[src/rtl/dmem_if.sv]
// dmem_if: MEM-stage data-memory interface driving a word SRAM with registered controls.
// Stores are posted; loads stall the pipeline until aligned read data is captured.
module dmem_if #(
    parameter int ADDR_W   = 14,
    parameter int READ_LAT = 1
) (
    input  logic              clk,
    input  logic              rst,
    input  logic              mreq,
    input  logic              write,
    input  logic [1:0]        byte_size,
    input  logic [31:0]       addr,
    input  logic [31:0]       wdata,
    output logic [31:0]       rdata,
    output logic              stall_mem,
    output logic              misalign,
    output logic [31:0]       misalign_addr,
    output logic              sram_ce,
    output logic              sram_we,
    output logic [3:0]        sram_be,
    output logic [ADDR_W-1:0] sram_addr,
    output logic [31:0]       sram_wdata,
    input  logic [31:0]       sram_rdata
);
    typedef enum logic [1:0] {IDLE, ISSUE, WAIT, DONE} state_t;
    localparam int CW = $clog2(READ_LAT + 1);
    state_t state_q, state_d;
    logic [CW-1:0] cnt_q;
    logic [1:0] off_q;
    logic half, word, aligned, acc, bad, capture;
    logic [3:0] be_c;
    logic [31:0] wd_c;
    always_comb begin
        half      = byte_size == 2'b01;
        word      = byte_size[1];
        aligned   = word ? addr[1:0] == 2'b00 : half ? ~addr[0] : 1'b1;
        acc       = state_q == IDLE && mreq && aligned;
        bad       = state_q == IDLE && mreq && !aligned;
        capture   = state_q == WAIT && cnt_q == '0;
        be_c      = word ? 4'b1111 : half ? (addr[1] ? 4'b1100 : 4'b0011) : 4'b0001 << addr[1:0];
        wd_c      = word ? wdata : half ? {2{wdata[15:0]}} : {4{wdata[7:0]}};
        state_d   = state_q == IDLE  ? (acc && !write ? ISSUE : IDLE) :
                    state_q == ISSUE ? WAIT :
                    state_q == WAIT  ? (capture ? DONE : WAIT) : IDLE;
        stall_mem = !rst && (state_q == ISSUE || state_q == WAIT || (acc && !write));
    end
    always_ff @(posedge clk) begin
        if (rst) state_q <= IDLE;
        else state_q <= state_d;
    end
    always_ff @(posedge clk) begin
        if (rst) begin
            sram_ce       <= 1'b0;
            sram_we       <= 1'b0;
            sram_be       <= '0;
            sram_addr     <= '0;
            sram_wdata    <= '0;
            rdata         <= '0;
            misalign      <= 1'b0;
            misalign_addr <= '0;
            cnt_q         <= '0;
            off_q         <= '0;
        end else begin
            sram_ce  <= acc;
            sram_we  <= acc && write;
            misalign <= bad;
            if (bad) misalign_addr <= addr;
            if (acc) begin
                sram_be   <= write ? be_c : 4'b1111;
                sram_addr <= addr[ADDR_W+1:2];
                if (write) sram_wdata <= wd_c;
                else off_q <= addr[1:0];
            end
            // counter reaching zero in WAIT marks the data-valid cycle
            if (state_q == ISSUE) cnt_q <= CW'(READ_LAT - 1);
            else if (state_q == WAIT && cnt_q != '0) cnt_q <= cnt_q - CW'(1);
            if (capture) rdata <= sram_rdata >> {off_q, 3'b000};
        end
    end
endmodule

[config.mk]
export PLATFORM = sky130hd
export DESIGN_NAME = dmem_if
export DESIGN_NICKNAME = d
export VERILOG_FILES = /design/src/rtl/dmem_if.sv
export SDC_FILE = /design/constraint.sdc
export NUM_CORES = 1
export LEC_CHECK = 0
export ABC_CLOCK_PERIOD_IN_PS = 1800
export CAP_MARGIN = 20
export CORE_AREA = 2 2 121 123
export DETAILED_ROUTE_END_ITERATION = 10
export DIE_AREA = 0 0 123 125
export PLACE_DENSITY = 0.77
export SLEW_MARGIN = 20
export SYNTH_ARGS = -nofsm -noshare
export SYNTH_HDL_FRONTEND = slang
export SYNTH_SLANG_ARGS = --single-unit
[constraint.sdc]
create_clock -name clk -period 1.8 [get_ports clk]
set_input_delay 0.27 -clock clk [delete_from_list [all_inputs] [get_ports clk]]
set_output_delay 0.27 -clock clk [all_outputs]
set_load 0.02 [all_outputs]
==> impl_metrics.py, run 1 <==
metrics = {
    "status": {
        "outcome": "complete, but fails checks",
        "violations": "setup timing",
    },
    "setup_path": {
        "cp_max_fo": 2,
        "ff2ff_path_depth": 8,
        "reg2reg_from": "state_q[0]",
        "cp.arrival_ns": 1.55,
        "required_ns": 1.53,
        "rrSetupSlack_ns": 0.09,
        "r2r_end": "rdata[11]",
        "crit_type": "flop to output port",
        "end_kind": "output port",
        "start_kind": "flop",
    },
    "final_layout": {
        "design_area_mm2": 0.008838,
        "finalNonFillerCells": 1015,
        "drive_gt1_share_pct": 17.11,
        "syn_to_final_growth_pct": 58.96,
        "nets": 922,
    },
    "floorplan": {
        "start_util_pct": 39.15,
        "dieArea_mm2": 0.01538,
        "ioPinCount": 220,
        "fp-row-count": 44,
        "dieWidth_um": 123,
        "core_mm2": 0.01420,
        "die_y_um": 125,
    },
    "route": {
        "vias": 5259,
        "wl_um": 16890,
        "detail-route-antenna-nets": 0,
        "drt_iter0_drc": 280,
        "route.detailed.drc": 0,
        "dr.pass1.iters": 6,
        "wl_per_cell_um": 16.64,
        "avgViaCountPerCell": 5.181,
    },
    "placed_design": {
        "place_ws_ns": -0.3804,
        "placed_area_mm2": 0.008139,
        "port_buffers": 219,
        "dp.cells": 979,
        "hpwl_um": 12310,
        "gp_congestion": 0.8736,
    },
    "flow_run": {
        "drv_cap": 0,
    },
    "yosys": {
        "synth_edf_count": 0,
        "ys.flop_type": "dfxtp_1",
        "synthesis.nets": 692,
        "yosysTopAreaCellShare_pct": 43.92,
        "yosysMostFrequentCell": "nand2_1",
        "yosys.area.top_type": "dfxtp_1",
        "syn_area_mm2": 0.005560,
        "ys_types": 39,
        "netlist_instances": 587,
        "ys_seq_elements": 122,
        "synth_warnings": 0,
        "synth.avg_cell_area_um2": 9.472,
        "yosys-top-cells-area": "dfxtp_1 (44%), mux2i_1 (12%), nand2_1 (8.4%), mux2_2 (8.1%), mux4_2 (3.2%)",
        "ys_async_sr_fraction_pct": 0,
        "ys_seq_area_share_pct": 43.92,
        "synthTopCellsByCount": "nand2_1 (124), dfxtp_1 (122), mux2i_1 (66)",
    },
    "pwr": {
        "power_density_mw_per_mm2": 852.6,
        "p_leak_nw": 3.431,
        "peakVddDrop_mv": 0.6208,
    },
    "cts": {
        "cts_num_sinks": 122,
        "cts_tree": "built",
        "clockBufferDepth": 2,
        "cts-root-buf": "clkbuf_16",
        "clk_pin_slew_ns": 0.06,
        "insertion_delay_ns": 0.41,
        "cts.htree.levels": 4,
        "cts-buffers-inserted": 17,
    },
    "global_routing": {
        "grt_overflow_total": 0,
        "grt_usage_pct": 21.97,
        "grt_pass1_vias": 5163,
        "grt_max_degree": 111,
        "antenna_found_initial": 1,
        "grt_pass1_wl_um": 26560,
    },
    "worst_hold_path": {
        "hold_path_end": "sram_we",
        "hp-start": "rst",
        "hold_path_class": "input pin to flop",
        "hold_path_depth": 3,
    },
    "timing": {
        "tightest_slew_ns": 0.5467,
        "period_minus_slack_ns": 1.817,
        "hold_slack_ns": 0.3378,
        "fmax_mhz": 550.3,
        "slew_headroom_pct": 63.40,
        "fin_worst_skew_ns": 0.008243,
        "final-hold-violation-count": 0,
        "rsz0062_at_grt": "true",
        "worst_slack_ns": -0.01732,
        "finalSetupViolCount": 1,
        "fin_crit_sh_pct": 101.0,
        "slew_violations": 0,
    },
}
metrics by stage:
step                TNS (ns)  utilization (%)  power, W
floorplan                  0                -  0.003460
global placement      -9.236            57.30  0.004038
detailed placement    -12.12            57.30  0.004063
CTS                 -0.02516            61.81  0.007593
global route        -0.08208            62.21  0.007823
finish              -0.01732            62.23  0.007536
layout by cell type, fill, tap and decap left out, types with 2 or more instances in the layout:
master / count
or3_1: 2
clkbuf_8: 3
nor2_1: 28
o211ai_1: 16
a222oi_1: 8
inv_2: 2
mux2i_1: 66
nand2_1: 124
nor2b_1: 11
o31ai_1: 11
a21oi_1: 28
clkbuf_1: 3
nand2b_1: 11
a41o_1: 2
buf_12: 8
dfxtp_1: 121
a22oi_1: 16
or3b_2: 8
mux4_2: 8
and3_1: 2
o21ai_0: 8
mux2_2: 40
inv_1: 2
ha_1: 2
bufinv_16: 3
clkinv_2: 2
clkinv_4: 3
clkbuf_16: 17
nor3_1: 2
clkdlybuf4s50_1: 217
buf_4: 35
cell type report:
cell class              count  area (um2)
diodes                      1       2.502
clock buffers              23       478.0
clock inverters             9       137.6
fillers                  1141        5365
inverters                   5       20.02
multi-input cells         409        2915
flip-flops and latches    122        2444
well taps                 184       230.2
repair buffers            262        2611
cells by family after synthesis:
group | count (synthesis) | share of synthesized area [%]
AND/OR/NAND/NOR | 197 | 15.93
flip-flops | 122 | 43.92
multiplexers | 114 | 23.22
AO/OA/AOI/OAI | 95 | 11.57
buffers and inverters | 56 | 4.680
adder cells (fa/ha/maj) | 3 | 0.6751
state kept, by name (all words and copies together) (netlist names):
name,count
cnt_q,1
misalign,1
misalign_addr,32
off_q,2
rdata,32
sram_addr,14
sram_be,4
sram_ce,1
sram_wdata,32
sram_we,1
state_q,2
layer usage:
| metal | global-route usage, % | up-vias | part of all wire [%] |
|---|---|---|---|
| met5 | 0 | - | 0 |
| met4 | 8.824 | 0 | 2.4 |
| met3 | 5.703 | 31 | 6.9 |
| met2 | 36.59 | 185 | 49 |
| met1 | 26.84 | 2509 | 42 |
| li1 | - | 2534 | - |
worst max-delay path by stage:
| stage | startpoint | end | slack [ns] | cells after the start |
|---|---|---|---|---|
| after floorplan | state_q[0] | sram_wdata[12] | 0.07 | 7 |
| after global routing | state_q[1] | stall_mem | -0.07 | 6 |
| after global placement | mreq | stall_mem | -0.37 | 5 |
| after detailed placement | mreq | stall_mem | -0.38 | 5 |
| after CTS | state_q[1] | stall_mem | -0.03 | 6 |
| final | state_q[1] | stall_mem | -0.02 | 6 |
report_power, final:
part | internal [W] | total (W) | switching (W)
registers | 0.00281 | 0.00286 | 0.0000576
clock network | 0.00230 | 0.00352 | 0.00122
logic | 0.000621 | 0.00116 | 0.000534
total | 0.00572 | 0.00754 | 0.00181
worst max-delay path, cell delays in order (launching register included):
cell and delay (ns):
dfxtp_2 0.32, inv_2 0.07, ha_4 0.13, and3b_2 0.22, o21ai_4 0.07, a21oi_2 0.18, buf_6 0.14
repair_timing:
action	4_1_cts	5_1_grt
endpoints found under the setup margin	21	16
hold buffers	0	0
buffers inserted	0	3
resized for setup	12	6
pin swaps	1	4
Power figures use the tool's default switching activity.
==> inputs of run 2 (changes only) <==
CORE_AREA = 2 2 135 111   (was 2 2 121 123)
DIE_AREA = 0 0 137 113   (was 0 0 123 125)
==> run 2 against run 1 <==
  * The flow still finishes with violations (setup timing)
  * Clock skew about the same
  * Worst setup slack gained 0.0038 ns
  * Fmax up 0.21%
  * Power decreased by 0.81%
  * Cell count up 0.39%
  * Worst hold slack worse by 0.14 ns
  * Utilization grew 0.66 points
  * Non-clock buffer count is 5 higher
  * Routed wire length increased by 1.8%
  * Critical path type unchanged
  * Critical endpoint unchanged
==> impl_metrics.py, run 2 (synthesis gave the netlist of run 1 again) <==
metrics = {
    "global_routing": {
        "antenna_found_initial": 0,
        "grt_pass1_wl_um": 26350,
        "grt_overflow_total": 0,
        "grt_usage_pct": 21.69,
        "grt_pass1_vias": 5377,
        "grt_max_degree": 117,
    },
    "final_layout": {
        "syn_to_final_growth_pct": 58.93,
        "drive_gt1_share_pct": 17.96,
        "num_antenna_cells": 0,
        "top_regs": "misalign_addr (32), rdata (32), sram_wdata (32)",
        "nets": 927,
        "final_cell_mix": "clkdlybuf4s50_1 (217), nand2_1 (124), dfxtp_1 (120)",
        "finalNonFillerCells": 1019,
        "finish.utilization_pct": 62.88,
        "final_common_cell": "clkdlybuf4s50_1",
    },
    "placed_design": {
        "gp_congestion": 0.8879,
        "port_buffers": 219,
        "hpwl_um": 12710,
        "dp.cells": 981,
    },
    "pwr": {
        "clkPwrFrac_pct": 46.1,
        "p_leak_nw": 3.436,
        "power_density_mw_per_mm2": 845.8,
        "netSwitchingPower_w": 0.001932,
        "seqPwrFrac_pct": 38.3,
        "power.combinational.fraction_pct": 15.7,
        "cellInternalPower_w": 0.005542,
        "swShare_pct": 25.85,
        "peakVddDrop_mv": 0.6760,
    },
    "setup_path": {
        "r2r_end": "rdata[9]",
        "cp_num_buf_inv": 2,
        "reg2reg_from": "state_q[0]",
        "cp.arrival_ns": 1.54,
        "cp_cell_sequence": "inv_2, ha_4, and3b_2, o21ai_4, a21oi_2, buf_6",
        "max_stage_delay_ns": 0.32,
        "cp_max_fo": 2,
        "ff2ff_path_depth": 7,
        "cp_slowest_cell": "dfxtp_2",
        "crit_type": "flop to output port",
        "end_kind": "output port",
        "rrSetupSlack_ns": 0.15,
        "required_ns": 1.53,
        "start_kind": "flop",
        "path_delay_family": "flip-flops",
    },
    "floorplan": {
        "core_mm2": 0.01405,
        "dieWidth_um": 137,
        "ioPinCount": 220,
        "die_y_um": 113,
        "fp-row-count": 39,
        "dieArea_mm2": 0.01548,
        "start_util_pct": 39.57,
    },
    "status": {
        "violations": "setup timing",
        "outcome": "complete, but fails checks",
    },
    "timing": {
        "slew_headroom_pct": 59.10,
        "period_minus_slack_ns": 1.814,
        "final-hold-violation-count": 0,
        "worst_slack_ns": -0.01353,
        "slew_violations": 0,
        "rsz0062_at_grt": "true",
        "fin_worst_skew_ns": 0.008197,
        "fin_crit_sh_pct": 100.8,
        "finalSetupViolCount": 1,
        "tightest_slew_ns": 0.6108,
        "fmax_mhz": 551.4,
    },
    "cts": {
        "cts-buffers-inserted": 17,
        "insertion_delay_ns": 0.41,
        "cts_num_sinks": 122,
        "clockBufferDepth": 2,
        "holdBufCountCts": 0,
        "cts-root-buf": "clkbuf_16",
        "cts.htree.levels": 4,
        "clk_pin_slew_ns": 0.06,
        "cts_tree": "built",
    },
    "route": {
        "route.detailed.drc": 0,
        "vias": 5273,
        "wl_per_cell_um": 16.86,
        "met3_length_um": 1218,
        "detail-route-antenna-nets": 0,
        "routed.top_layer": "met4",
        "avgViaCountPerCell": 5.175,
        "dr.pass1.iters": 8,
        "wl_um": 17190,
        "drt_iter0_drc": 296,
        "wl_met1_um": 7016,
        "wl_met2_um": 8389,
    },
    "flow_run": {
        "drv_cap": 0,
    },
    "worst_hold_path": {
        "hold_path_end": "sram_ce",
        "hp-start": "rst",
        "hold_path_depth": 2,
        "hold_path_class": "input pin to flop",
    },
}
==> run 2: through the flow <==
step	total power [W]	instance area, um2	setup TNS, ns	hold slack [ns]	worst slack [ns]
after floorplan	0.003460	5567	0	0.4122	0.06896
after global placement	0.004044	8147	-4.730	0.4408	-0.1363
after detailed placement	0.004075	8147	-8.672	0.4497	-0.1829
after CTS	0.007526	8795	0	0.1848	0.009829
after global routing	0.007751	8837	-0.08091	0.1864	-0.08091
final	0.007474	8837	-0.01353	0.1947	-0.01353
==> run 2: power by group through the flow <==
stage | registers (W) | logic, W | clock network [W]
after floorplan | 0.00303 | 0.000426 | 0
after global placement | 0.00291 | 0.00113 | 0
after detailed placement | 0.00292 | 0.00116 | 0
after CTS | 0.00286 | 0.00117 | 0.00349
after global routing | 0.00287 | 0.00125 | 0.00363
final | 0.00286 | 0.00117 | 0.00344
==> run 2: cell type report <==
| class | count | area [um2] |
|---|---|---|
| Timing Repair Buffer | 267 | 2636 |
| Inverter | 5 | 20.02 |
| Tap cell | 184 | 230.2 |
| Fill cell | 1149 | 5216 |
| Multi-Input combinational cell | 409 | 2904 |
| Sequential cell | 122 | 2445 |
| Clock inverter | 14 | 162.7 |
| Clock buffer | 18 | 439.2 |
==> run 2: worst max-delay path by stage <==
stage                             from             end  slack (ns)  cells past startpoint
after floorplan             state_q[0]  sram_wdata[12]        0.07                      7
after global placement    byte_size[1]      sram_be[0]       -0.14                      6
after detailed placement  byte_size[1]      sram_be[1]       -0.18                      6
after CTS                   state_q[1]       stall_mem        0.01                      6
after global routing        state_q[1]       stall_mem       -0.08                      6
final                       state_q[0]       stall_mem       -0.01                      6
==> run 2: repair_timing <==
action,CTS,global route
hold endpoints to repair,0,0
pin swaps,2,2
setup buffers,3,3
resized for setup,8,5
setup endpoints to repair,1,9
==> run 2: per-layer routing <==
metal / GRT usage (%) / vias to the layer above
met5: 0 / -
met4: 9.897 / 0
met3: 6.631 / 42
met2: 36.68 / 200
met1: 25.09 / 2489
li1: - / 2542
